===== src/rtl/mips_pkg.sv =====
// mips_pkg: definitions shared by the store narrowing path.
//   size_e        : MEM-stage access size encoding (sb/sh/sw/reserved)
//   occ_e         : store-buffer occupancy classification
//   store_entry_t : one queued store {word address, byte enables, lane data}
package mips_pkg;

  typedef enum logic [1:0] {
    SIZE_B   = 2'b00,
    SIZE_H   = 2'b01,
    SIZE_W   = 2'b10,
    SIZE_RSV = 2'b11
  } size_e;

  typedef enum logic [1:0] {
    OCC_EMPTY   = 2'b00,
    OCC_PARTIAL = 2'b01,
    OCC_FULL    = 2'b10
  } occ_e;

  // Address field width of a queued entry; the top-level ADDR_W must not
  // exceed it.
  localparam int ENTRY_ADDR_W = 32;

  typedef struct packed {
    logic [ENTRY_ADDR_W-1:0] addr;
    logic [3:0]              be;
    logic [31:0]             wdata;
  } store_entry_t;

endpackage


===== src/rtl/store_lane_align.sv =====
// store_lane_align: combinational narrowing of a store operand onto
// little-endian byte lanes, byte-enable generation and misalignment detection.
// Optional feature macro: STORE_ALIGN_CHECK_EN (flags misaligned/reserved
// accesses; when undefined the low address bits are forced to alignment).
// Ports:
//   i_addr     : byte address
//   i_size     : access size (size_e encoding)
//   i_data     : store operand, low bits used for sb/sh
//   o_entry    : word address, byte enables and lane-replicated data
//   o_misalign : access is misaligned or uses the reserved size
module store_lane_align
  import mips_pkg::*;
#(
  parameter int ADDR_W = 32
) (
  input  logic [ADDR_W-1:0] i_addr,
  input  logic [1:0]        i_size,
  input  logic [31:0]       i_data,
  output store_entry_t      o_entry,
  output logic              o_misalign
);

  logic [1:0] lane;
  assign lane = i_addr[1:0];

  always_comb begin
    o_entry.addr  = ENTRY_ADDR_W'({i_addr[ADDR_W-1:2], 2'b00});
    o_entry.be    = 4'b1111;
    o_entry.wdata = i_data;
    case (i_size)
      SIZE_B: begin
        o_entry.be    = 4'b0001 << lane;
        o_entry.wdata = {4{i_data[7:0]}};
      end
      SIZE_H: begin
        // Halfword lane is forced to 0 or 2; an odd address is either
        // flagged below or silently realigned.
        o_entry.be    = 4'b0011 << {lane[1], 1'b0};
        o_entry.wdata = {2{i_data[15:0]}};
      end
      // Word and reserved sizes write the full word.
      default: ;
    endcase
  end

`ifdef STORE_ALIGN_CHECK_EN
  always_comb begin
    o_misalign = 1'b0;
    case (i_size)
      SIZE_H:   o_misalign = lane[0];
      SIZE_W:   o_misalign = (lane != 2'b00);
      SIZE_RSV: o_misalign = 1'b1;
      default:  o_misalign = 1'b0;
    endcase
  end
`else
  assign o_misalign = 1'b0;
`endif

endmodule


===== src/rtl/store_narrow_buffer.sv =====
// store_narrow_buffer: narrows MEM-stage stores to byte/halfword lanes and
// queues them in a DEPTH-entry FIFO drained to data memory via valid/ready.
// Optional feature macro: STORE_ALIGN_CHECK_EN (misaligned or reserved-size
// stores complete the handshake, are dropped, and pulse o_misalign).
// Ports:
//   i_clk, i_rst        : clock, synchronous active-high reset
//   i_valid / o_ready   : store request handshake from MEM stage
//   i_addr/i_size/i_data: store byte address, size, operand
//   o_mem_valid / i_mem_ready : head-entry handshake to data memory
//   o_mem_addr/be/wdata : head entry (all zero while the buffer is empty)
//   o_busy              : buffer non-empty
//   o_misalign          : registered one-cycle misalignment pulse
module store_narrow_buffer
  import mips_pkg::*;
#(
  parameter int DEPTH  = 2,
  parameter int ADDR_W = 32
) (
  input  logic              i_clk,
  input  logic              i_rst,
  input  logic              i_valid,
  output logic              o_ready,
  input  logic [ADDR_W-1:0] i_addr,
  input  logic [1:0]        i_size,
  input  logic [31:0]       i_data,
  output logic              o_mem_valid,
  input  logic              i_mem_ready,
  output logic [ADDR_W-1:0] o_mem_addr,
  output logic [3:0]        o_mem_be,
  output logic [31:0]       o_mem_wdata,
  output logic              o_busy,
  output logic              o_misalign
);

  localparam int PTR_W = $clog2(DEPTH);
  localparam int CNT_W = PTR_W + 1;

  logic [PTR_W-1:0] wr_ptr_q, wr_ptr_d, rd_ptr_q, rd_ptr_d;
  logic [CNT_W-1:0] count_q, count_d;
  logic             misalign_q, misalign_d;
  store_entry_t     mem_q [DEPTH];
  store_entry_t     new_entry, head;
  logic             lane_mis, push, enq, pop;
  occ_e             occ;

  store_lane_align #(.ADDR_W(ADDR_W)) u_align (
    .i_addr     (i_addr),
    .i_size     (i_size),
    .i_data     (i_data),
    .o_entry    (new_entry),
    .o_misalign (lane_mis)
  );

  always_comb begin
    occ = OCC_EMPTY;
    if (count_q == CNT_W'(DEPTH)) occ = OCC_FULL;
    else if (count_q != '0)       occ = OCC_PARTIAL;
  end

  // No pass-through: a full buffer refuses even when the head pops.
  assign o_ready     = (occ != OCC_FULL) && !i_rst;
  assign o_mem_valid = (occ != OCC_EMPTY);
  assign o_busy      = o_mem_valid;

  // A flagged store still completes the handshake but is never queued.
  assign push = i_valid && o_ready;
  assign enq  = push && !lane_mis;
  assign pop  = o_mem_valid && i_mem_ready;

  always_comb begin
    wr_ptr_d   = wr_ptr_q;
    rd_ptr_d   = rd_ptr_q;
    count_d    = count_q;
    misalign_d = push && lane_mis;
    if (enq) wr_ptr_d = wr_ptr_q + PTR_W'(1);
    if (pop) rd_ptr_d = rd_ptr_q + PTR_W'(1);
    case ({enq, pop})
      2'b10:   count_d = count_q + CNT_W'(1);
      2'b01:   count_d = count_q - CNT_W'(1);
      default: count_d = count_q;
    endcase
  end

  always_ff @(posedge i_clk) begin
    if (i_rst) begin
      wr_ptr_q   <= '0;
      rd_ptr_q   <= '0;
      count_q    <= '0;
      misalign_q <= 1'b0;
    end else begin
      wr_ptr_q   <= wr_ptr_d;
      rd_ptr_q   <= rd_ptr_d;
      count_q    <= count_d;
      misalign_q <= misalign_d;
    end
  end

  // Entry storage carries no reset; outputs are gated by o_mem_valid instead.
  always_ff @(posedge i_clk) begin
    if (enq) mem_q[wr_ptr_q] <= new_entry;
  end

  assign head        = mem_q[rd_ptr_q];
  assign o_mem_addr  = o_mem_valid ? ADDR_W'(head.addr) : '0;
  assign o_mem_be    = o_mem_valid ? head.be            : '0;
  assign o_mem_wdata = o_mem_valid ? head.wdata         : '0;
  assign o_misalign  = misalign_q;

endmodule


===== config.mk =====
export PLATFORM = sky130hd
export DESIGN_NAME = store_narrow_buffer
export DESIGN_NICKNAME = d
export VERILOG_FILES = /design/src/rtl/mips_pkg.sv /design/src/rtl/store_lane_align.sv /design/src/rtl/store_narrow_buffer.sv
export SDC_FILE = /design/constraint.sdc
export NUM_CORES = 1
export LEC_CHECK = 0
export CAP_MARGIN = 20
export CORE_AREA = 4 4 117 119
export CTS_CLUSTER_DIAMETER = 150
export DETAILED_ROUTE_END_ITERATION = 16
export DIE_AREA = 0 0 121 123
export GPL_TIMING_DRIVEN = 0
export MAX_ROUTING_LAYER = met4
export PLACE_DENSITY = 0.73
export SYNTH_ARGS = -nofsm -noshare
export SYNTH_HDL_FRONTEND = slang
export SYNTH_SLANG_ARGS = --single-unit

===== constraint.sdc =====
create_clock -name i_clk -period 5.7 [get_ports i_clk]
set_input_delay 0.57 -clock i_clk [delete_from_list [all_inputs] [get_ports i_clk]]
set_output_delay 0.57 -clock i_clk [all_outputs]
set_load 0.02 [all_outputs]

==> results.txt <==
Post-route clock skew -> 6.23 ps
Most common cell in the netlist -> edfxtp_1
Synth Cell Area -> 5620 µm²
Clock Tree Root -> clkbuf_16
Post-synth ARST share -> 0%
Design Power -> 3420 µW
Worst-skew pair later-pin latency -> 400 ps
Clock tree buffer depth -> 2
Die width -> 121 µm
Pre-CTS setup slack -> 3120 ps
Cts hold-fix bufs -> 0
Req. time, crit path -> 5130 ps
Reg clk slew, reported paths -> 60 ps
Synthesized flop and latch total -> 137
Crit-path max cell delay -> 530 ps
Slew Limit Fails -> 0
Synth warn -> 0
Hold Path Stages -> 2
Hold_sp -> rd_ptr_q$_SDFFE_PP0P_
Critical-path cell list -> nor2_1, buf_2, buf_2, inv_1, buf_4, clkdlybuf4s50_1
Compound-gate portion of the synthesized area -> 1.69%
Worst setup margin -> 2750 ps
Die Ht -> 123 µm
Outcome -> finished, final reports clean
Main combinational cell family by area after synthesis -> multiplexers
Total grt overflow -> 0
Max-cap check violation count -> 0
DR iter-0 viols -> 177
RSZ-0062 raised after global routing -> no
Max VDD drop -> 0.233 mV
Dpl hpwl -> 8410 µm
Wire per inst -> 16.9 µm
I/O pins -> 142
CTS resizes -> 0
Postcts setup bufs -> 0
Setup crit start kind -> register
GR Util All Layers -> 17.2%
Register area share after synthesis -> 72.4%
Crit Reg-Reg Startpoint -> count_q[0]$_SDFFE_PP0P_
Drc violations -> 0
Number of library cell types mapped by synthesis -> 23
Synth area leaders -> edfxtp_1 (71%), mux2i_1 (13%), nor2_1 (4.9%)
Vias in the first global route -> 3575
Synth cell count leaders -> edfxtp_1 (132), mux2i_1 (74), nor2_1 (73)
Fin cells -> 712
PwrDens -> 436 nW/µm²
Die ar. -> 14900 µm²
FILL cells -> 971
EDFF count, synth -> 132
Core area -> 12600 µm²
CTS tree -> yes
Simple-Gate Fraction of Synth Area -> 6.19%
Post-synthesis mux area share -> 16.4%
Cell taking the most area after synthesis -> edfxtp_1
FF-to-FF setup slack -> 3860 ps
Fin crit share -> 51.7%
Leak -> 0.00267 µW
Ratio of cells with drive above 1 in the final layout -> 13.2%
Initial core utilization -> 44.7%
Post-route ant nets -> 0
Maximum number of pins on one net before global-route repair -> 41
Final Hold Vio Count -> 0
CTS H-tree depth -> 4
Nets -> 597
Row cnt -> 41
Most used DFF post-synth -> edfxtp_1
Final TNS setup -> 0 ps
DR vias -> 3474
Critical Path Most Common Cell -> buf_2
Total CTS buffers -> 17
Post-Syn Area per Cell -> 15.4 µm²
DR pass1 iterations -> 4
Reg-to-reg endpoint -> count_q[1]$_SDFFE_PP0P_
Final Wtd Congestion -> 0.848
Cells after Synth -> 364
Setup violators final -> 0
Slowest cell on crit path -> clkdlybuf4s50_1
Vias per cell -> 4.88
Dpl cells -> 679
Post-synth top area share -> 70.6%
Clk sink count -> 137
Nature of the critical path endpoint -> output pin
# port buffers -> 138
R2R cell count -> 5
Synth Area in Adders -> 0.223%
Tmin final -> 2950 ps
Maximum clock frequency -> 339 MHz
Final wirelength -> 12000 µm
Critical path class -> reg2out
Synth Area in XOR/XNOR -> 0.468%
Initial antenna violation count -> 1
Critical path arrival -> 2380 ps
Syn-to-layout area delta -> 39.8%
Crit-path max FO -> 10
Global-route wire length before repair -> 18600 µm
Min-Delay Path Class -> reg2reg
[metrics by stage]
stage	utilization, %	area, µm²	hold slack, ps
after floorplan	-	5620	461
after global placement	57.5	7220	480
after detailed placement	58.1	7300	512
after CTS	62.5	7850	523
after global routing	62.5	7850	551
final	62.5	7850	515
[cell usage in the layout (no fill, tap or decap), types with 2 or more instances in the layout]
cell               n
xor2_1             2
buf_2              9
conb_1             3
a21oi_1            2
mux2i_1           74
clkdlybuf4s50_1  138
clkinvlp_4         3
a21o_1             2
o21bai_1           2
inv_6              3
buf_12             2
clkbuf_16         17
nor2_1            72
inv_1              4
clkinv_4           2
buf_4              9
dfxtp_1            5
clkinv_2           5
nand2_1            8
mux2_2            16
edfxtp_1         132
o21ai_0           11
or3_1              3
clkbuf_1           5
[power breakdown]
part | switching (µW) | total [µW] | internal [µW] | leakage (µW)
Combinational | 653 | 1200 | 546 | 0.00115
Clock | 409 | 1010 | 598 | 0.000267
Sequential | 23.1 | 1220 | 1190 | 0.00125
Total | 1090 | 3420 | 2340 | 0.00267
[worst max-delay path by stage]
| stage | start | to | slack, ps | cells past startpoint |
|---|---|---|---|---|
| floorplan | i_valid | mem_q[0][0]$_DFFE_PP_ | 1470 | 3 |
| detailed placement | count_q[0]$_SDFFE_PP0P_ | o_mem_valid | 3120 | 6 |
| CTS | count_q[0]$_SDFFE_PP0P_ | o_mem_valid | 2670 | 6 |
| global placement | i_rst | mem_q[0][2]$_DFFE_PP_ | -780 | 3 |
| finish | count_q[0]$_SDFFE_PP0P_ | o_mem_valid | 2750 | 6 |
| global route | count_q[0]$_SDFFE_PP0P_ | o_mem_valid | 2540 | 6 |
[flip-flops by register name, indices dropped and copies added, names as in the netlist, named ones only]
name,flops
wr_ptr_q,1
mem_q,132
rd_ptr_q,1
count_q,2
[final cells by class]
| class | count | area [µm²] | share of cell area, % |
|---|---|---|---|
| antenna | 1 | 2.50 | 0.0319 |
| buffer | 23 | 131 | 1.67 |
| clock buffer | 17 | 425 | 5.42 |
| clock inverter | 15 | 125 | 1.59 |
| inverter | 4 | 15.0 | 0.191 |
| multi-input combinational | 202 | 1430 | 18.2 |
| sequential | 137 | 4060 | 51.7 |
| tap | 172 | 215 | 2.74 |
| timing repair buffer | 141 | 1450 | 18.4 |
[worst max-delay path, delay by kind of cell, from the launching register on]
| family | cells | cell delay (ps) |
|---|---|---|
| buffers and inverters | 5 | 1310 |
| DFF | 1 | 350 |
| and+or+nand+nor | 1 | 310 |
[cell families after synthesis]
| logic type | after synthesis |
|---|---|
| adders and majority gates | 1 |
| buffers and inverters | 27 |
| AOI/OAI and AO/OA | 17 |
| muxes | 90 |
| DFF | 137 |
| xor gates and xnor gates | 3 |
| and+or+nand+nor | 88 |
| other | 1 |
[layer usage]
metal	global-route usage, %	up-vias	routed length, µm
met4	5.67	0	139
li1	-	1658	-
met2	27.0	156	5700
met3	5.90	12	1010
met5	-	-	0
met1	21.3	1648	5180
No activity file was read; power rests on OpenSTA's default activity.
